[config.mk]
export PLATFORM = sky130hd
export DESIGN_NAME = ir_frame_decoder
export DESIGN_NICKNAME = d
export VERILOG_FILES = /design/src/rtl/ir_frame_decoder.sv
export SDC_FILE = /design/constraint.sdc
export NUM_CORES = 1
export LEC_CHECK = 0
export CAP_MARGIN = 20
export CELL_PAD_IN_SITES_DETAIL_PLACEMENT = 0
export CELL_PAD_IN_SITES_GLOBAL_PLACEMENT = 1
export CORE_ASPECT_RATIO = 0.75
export CORE_UTILIZATION = 35
export DETAILED_ROUTE_END_ITERATION = 10
export PLACE_DENSITY_LB_ADDON = 0.25
export SLEW_MARGIN = 20
export SYNTH_ARGS = -nofsm -noshare
export SYNTH_HDL_FRONTEND = slang
export SYNTH_SLANG_ARGS = --single-unit
[constraint.sdc]
create_clock -name clk -period 6.3 [get_ports clk]
set_input_delay 0.63 -clock clk [delete_from_list [all_inputs] [get_ports clk]]
set_output_delay 0.63 -clock clk [all_outputs]
set_load 0.01 [all_outputs]
[src/rtl/ir_frame_decoder.sv]
// Pulse-distance (NEC-style) IR frame receiver.
// Measures alternating mark/space phases in prescaled ticks. It validates the
// leader, recognises repeat frames and assembles an LSB-first payload, with an
// optional complement check. Rejected frames raise a one-clk err pulse with a cause.
module ir_frame_decoder #(
  parameter int DATA_BITS   = 8,
  parameter int CLK_DIV     = 50,
  parameter int LEAD_LO_MIN = 8000,
  parameter int LEAD_HI_MIN = 4000,
  parameter int RPT_HI_MIN  = 2000,
  parameter int BIT_THRESH  = 1000,
  parameter int TIMEOUT     = 10000,
  parameter int CHECK_INV   = 0
) (
  input  logic                 clk,
  input  logic                 rst,
  input  logic                 irda,
  output logic [DATA_BITS-1:0] code,
  output logic                 code_valid,
  output logic                 repeat_pulse,
  output logic                 err,
  output logic [1:0]           err_code,
  output logic                 busy
);

  localparam int PRE_W = (CLK_DIV > 1) ? $clog2(CLK_DIV) : 1;
  localparam int CNT_W = $clog2(TIMEOUT + 1);
  localparam int IDX_W = (DATA_BITS > 1) ? $clog2(DATA_BITS) : 1;
  localparam int HALF  = DATA_BITS / 2;

  typedef enum logic [2:0] {
    IDLE, LEAD_LO, LEAD_HI, BIT_LO, BIT_HI, CHECK
  } state_t;

  state_t state_reg, state_next;

  logic sync1_reg, sync2_reg, sync3_reg;
  logic fall, rise;
  logic [PRE_W-1:0] pre_reg;
  logic tick;
  logic [CNT_W-1:0] cnt_reg;
  logic [31:0] cnt_ext;
  logic timed_out;
  logic bit_val;

  logic [IDX_W-1:0]     idx_reg, idx_next;
  logic [DATA_BITS-1:0] shift_reg, shift_next, shift_in;
  logic [DATA_BITS-1:0] code_reg, code_next;
  logic                 have_reg, have_next;
  logic                 cv_reg, cv_next;
  logic                 rp_reg, rp_next;
  logic                 err_reg, err_next;
  logic [1:0]           ec_reg, ec_next;
  logic                 inv_bad;

  // Two-FF synchroniser plus one delay stage used only for edge detection.
  // Resets to the idle-high level so reset release never looks like a mark.
  always_ff @(posedge clk or posedge rst) begin
    if (rst) begin
      sync1_reg <= 1'b1;
      sync2_reg <= 1'b1;
      sync3_reg <= 1'b1;
    end else begin
      sync1_reg <= irda;
      sync2_reg <= sync1_reg;
      sync3_reg <= sync2_reg;
    end
  end

  assign fall = sync3_reg & ~sync2_reg;
  assign rise = ~sync3_reg & sync2_reg;

  // Free-running prescaler producing one tick every CLK_DIV clocks.
  always_ff @(posedge clk or posedge rst) begin
    if (rst)       pre_reg <= '0;
    else if (tick) pre_reg <= '0;
    else           pre_reg <= pre_reg + PRE_W'(1);
  end

  assign tick = (pre_reg == PRE_W'(CLK_DIV - 1));

  // Phase length counter: cleared by any edge, counts ticks, sticks at TIMEOUT.
  always_ff @(posedge clk or posedge rst) begin
    if (rst)
      cnt_reg <= '0;
    else if (fall || rise)
      cnt_reg <= '0;
    else if (tick && !timed_out)
      cnt_reg <= cnt_reg + CNT_W'(1);
  end

  assign cnt_ext   = {{(32 - CNT_W){1'b0}}, cnt_reg};
  assign timed_out = (cnt_reg == CNT_W'(TIMEOUT));
  assign bit_val   = (cnt_ext >= 32'(BIT_THRESH));

  // New bit enters at the MSB so the first received bit ends up in bit 0.
  generate
    if (DATA_BITS > 1) begin : g_shift
      assign shift_in = {bit_val, shift_reg[DATA_BITS-1:1]};
    end else begin : g_shift1
      assign shift_in = bit_val;
    end
  endgenerate

  // Complement check: any bit of the upper half equal to its lower-half partner fails.
  generate
    if (CHECK_INV != 0 && HALF > 0) begin : g_inv
      logic [HALF-1:0] same;
      for (genvar gi = 0; gi < HALF; gi++) begin : g_pair
        assign same[gi] = (shift_reg[gi + HALF] == shift_reg[gi]);
      end
      assign inv_bad = |same;
    end else begin : g_noinv
      assign inv_bad = 1'b0;
    end
  endgenerate

  // Frame state machine: next state, payload assembly and registered pulse requests.
  always_comb begin
    state_next = state_reg;
    idx_next   = idx_reg;
    shift_next = shift_reg;
    code_next  = code_reg;
    have_next  = have_reg;
    cv_next    = 1'b0;
    rp_next    = 1'b0;
    err_next   = 1'b0;
    ec_next    = ec_reg;
    case (state_reg)
      IDLE: begin
        if (fall) state_next = LEAD_LO;
      end
      LEAD_LO: begin
        if (timed_out) begin
          err_next   = 1'b1;
          ec_next    = 2'd2;
          state_next = IDLE;
        end else if (rise) begin
          if (cnt_ext >= 32'(LEAD_LO_MIN)) begin
            state_next = LEAD_HI;
          end else begin
            err_next   = 1'b1;
            ec_next    = 2'd1;
            state_next = IDLE;
          end
        end
      end
      LEAD_HI: begin
        if (timed_out) begin
          err_next   = 1'b1;
          ec_next    = 2'd2;
          state_next = IDLE;
        end else if (fall) begin
          if (cnt_ext >= 32'(LEAD_HI_MIN)) begin
            idx_next   = '0;
            shift_next = '0;
            state_next = BIT_LO;
          end else if (cnt_ext >= 32'(RPT_HI_MIN)) begin
            // A repeat means nothing until at least one code has been accepted.
            rp_next    = have_reg;
            state_next = IDLE;
          end else begin
            err_next   = 1'b1;
            ec_next    = 2'd1;
            state_next = IDLE;
          end
        end
      end
      BIT_LO: begin
        if (timed_out) begin
          err_next   = 1'b1;
          ec_next    = 2'd2;
          state_next = IDLE;
        end else if (rise) begin
          state_next = BIT_HI;
        end
      end
      BIT_HI: begin
        if (timed_out) begin
          err_next   = 1'b1;
          ec_next    = 2'd2;
          state_next = IDLE;
        end else if (fall) begin
          shift_next = shift_in;
          if (idx_reg == IDX_W'(DATA_BITS - 1)) begin
            state_next = CHECK;
          end else begin
            idx_next   = idx_reg + IDX_W'(1);
            state_next = BIT_LO;
          end
        end
      end
      CHECK: begin
        if (inv_bad) begin
          err_next = 1'b1;
          ec_next  = 2'd3;
        end else begin
          code_next = shift_reg;
          cv_next   = 1'b1;
          have_next = 1'b1;
        end
        state_next = IDLE;
      end
      default: state_next = IDLE;
    endcase
  end

  // State, payload and output registers.
  always_ff @(posedge clk or posedge rst) begin
    if (rst) begin
      state_reg <= IDLE;
      idx_reg   <= '0;
      shift_reg <= '0;
      code_reg  <= '0;
      have_reg  <= 1'b0;
      cv_reg    <= 1'b0;
      rp_reg    <= 1'b0;
      err_reg   <= 1'b0;
      ec_reg    <= 2'd0;
    end else begin
      state_reg <= state_next;
      idx_reg   <= idx_next;
      shift_reg <= shift_next;
      code_reg  <= code_next;
      have_reg  <= have_next;
      cv_reg    <= cv_next;
      rp_reg    <= rp_next;
      err_reg   <= err_next;
      ec_reg    <= ec_next;
    end
  end

  assign code         = code_reg;
  assign code_valid   = cv_reg;
  assign repeat_pulse = rp_reg;
  assign err          = err_reg;
  assign err_code     = ec_reg;
  assign busy         = (state_reg != IDLE);

endmodule

==> metrics.yaml <==
run_status:
  run_status: "finished, final reports clean"
yosys:
  ys_seq_area_share_pct: 50.4
  synth_async_sr_flop_share_pct: 100
  post_synth.cell_area_avg_um2: 10.1
  syn_area_um2: 2540
  synth_warnings: 0
  ys_ff_latch: 51
  ys_types: 48
  synth-edff-count: 0
  synth_flop_cell: "dfrtp_1"
  synth_cells: 251
  syn-num-nets: 262
power:
  ir_drop_v: 0.0000917
  p_leak_nw: 1.25
  p_per_area_nw_per_um2: 205
timing:
  skew_ps: 12.5
  worst_slew_pin_slew_ps: 905
  max_freq_ghz: 0.411
  worst_slack_ps: 3870
  final-max-slew-violation-count: 0
  setup_viol: 0
  rsz0062_at_grt: "false"
  fin_setup_tns_ps: 0
  layout_min_cycle_time_ps: 2430
  slew_headroom_pct: 39.6
  final-hold-violation-count: 0
  fin_crit_sh_pct: 38.6
cts:
  cts-root-buf: "clkbuf_8"
  ctsHoldBuffers: 0
  cts-buffers-inserted: 5
  post-cts-setup-buffer-count: 0
  htreeDepth: 2
  clk_latency_ps: 310
  cts_resized: 0
  cts.clk_slew.worst_paths_ps: 110
  numClockSinks: 51
  cts_tree: "done"
  clock_path_buffers: 2
critical_path:
  path_max_fanout: 18
  critical_path.top_delay_family: "flip-flops"
  r2r_setup_slack_ps: 4060
  cp.buffers_inverters: 1
  cp-startpoint: "state_reg[2]"
  arrival_ps: 1800
  crit_chain: "or3_1 > clkdlybuf4s50_1"
  worstPathRequired_ps: 5670
  slowest_stage: "dfrtp_1"
  crit_path_end_kind: "primary output"
  r2r_start: "cnt_reg[5]"
  critPathLaunchType: "register"
  critical_path_class: "register to primary output"
  slowest_delay_ps: 580
route:
  drt_drc_violations_left: 0
  wl_per_cell_um: 13.9
  routed_wl_mm: 5.04
  routed_via_density: 4.94
  drt_pass1_iterations: 4
  drt_iter0_drc: 127
  detail-route-antenna-nets: 0
  vias: 1792
floorplanning:
  core_area_um2: 6930
  start_util_pct: 36.7
  die-area_um2: 7610
  rows: 26
  die_h_um: 75.8
  fp.dieW_um: 100
  num_io_pins: 17
place:
  dpl_cell_area_um2: 2760
  gp_congestion: 0.766
  portBuffers: 16
  dp.final_hpwl_mm: 3.35
  preCtsSetupSlack_ps: 4090
grt:
  grt_max_degree: 52
  antenna_found_initial: 0
  grt_pass1_wl_mm: 8.51
  track_usage_pct: 14.6
  grt_pass1_vias: 1650
  overflow: 0
cells_and_area:
  largest_register_ffs: 14
  design_area_um2: 2850
  layout-drive-gt1-share_pct: 8.30
  multi_input_area_um2: 1150
  final_common_cell: "dfrtp_1"
  nets: 275
  final-seq-area_um2: 1280
  final_cell_mix: "dfrtp_1 (48), nand2_1 (34), nand3_1 (17)"
  diodes: 0
  fillers: 663
  syn_to_final_growth_pct: 12.3
min_path:
  hold_class: "register to register"
  min_from: "sync1_reg"
job:
  maxCapViolations: 0
-- routing by layer --
metal	vias to the layer above	track usage, %	share of wire [%]
met1	850	23.6	57
met4	0	3.86	0.77
met5	-	0	0
met2	42	18.8	37
met3	5	3.21	4.4
li1	895	-	-
-- power by group --
group	switching, W	internal, W
Sequential	0.00000656	0.000333
Combinational	0.0000245	0.0000176
Clock	0.000120	0.0000818
Total	0.000151	0.000432
-- cell usage after synthesis (4+ instances only) --
| library cell | count | share of area (%) |
|---|---|---|
| dfrtp_1 | 48 | 47 |
| nand2_1 | 34 | 5.0 |
| nand3_1 | 17 | 3.3 |
| nor2_1 | 14 | 2.1 |
| and2_1 | 13 | 3.2 |
| xnor2_1 | 12 | 4.1 |
| o21ai_0 | 11 | 2.2 |
| a22o_1 | 10 | 3.4 |
| inv_1 | 10 | 1.5 |
| ha_1 | 8 | 3.9 |
| a21oi_1 | 5 | 0.99 |
| clkbuf_1 | 5 | 0.74 |
| o211ai_1 | 5 | 1.5 |
| xor2_1 | 5 | 1.7 |
| nand2b_1 | 4 | 0.99 |
| nor3_1 | 4 | 0.79 |
-- cell families (layout without fill, tap and decap cells) --
group           Yosys count  count (layout)  share of synthesized area, %
xor+xnor                 17              17                          5.86
fa+ha+maj                 8               8                          3.94
mux                       1               1                         0.443
flops                    51              51                          50.4
buf+inv                  21              35                          4.29
compound gates           39              39                          10.4
simple gates            114             114                          24.6
-- metrics by stage --
| stage | power, W | instances | util (%) | hold WS [ps] |
|---|---|---|---|---|
| after floorplan | 0.000371 | 251 | - | 345 |
| after global placement | 0.000387 | 355 | 39.8 | 347 |
| after detailed placement | 0.000388 | 355 | 39.8 | 347 |
| after CTS | 0.000591 | 363 | 41.2 | 370 |
| after global routing | 0.000608 | 363 | 41.2 | 380 |
| final | 0.000584 | 363 | 41.2 | 367 |
-- worst paths after layout --
path | cells after the start | to
worst max-delay path | 2 | busy
max in group asynchronous | 2 | cnt_reg[1]
worst min-delay path | 0 | sync2_reg
worst min register to register | 0 | sync2_reg
min in group asynchronous | 2 | code[5]
worst max register to register | 5 | shift_reg[7]
-- area by class of cell --
type | count | share of cell area [%]
Clock buffer | 5 | 2.41
Inverter | 11 | 1.49
Multi-Input combinational cell | 179 | 40.4
Clock inverter | 3 | 0.965
Timing Repair Buffer | 16 | 5.61
Tap cell | 98 | 4.30
Sequential cell | 51 | 44.9
Power figures use the tool's default switching activity.
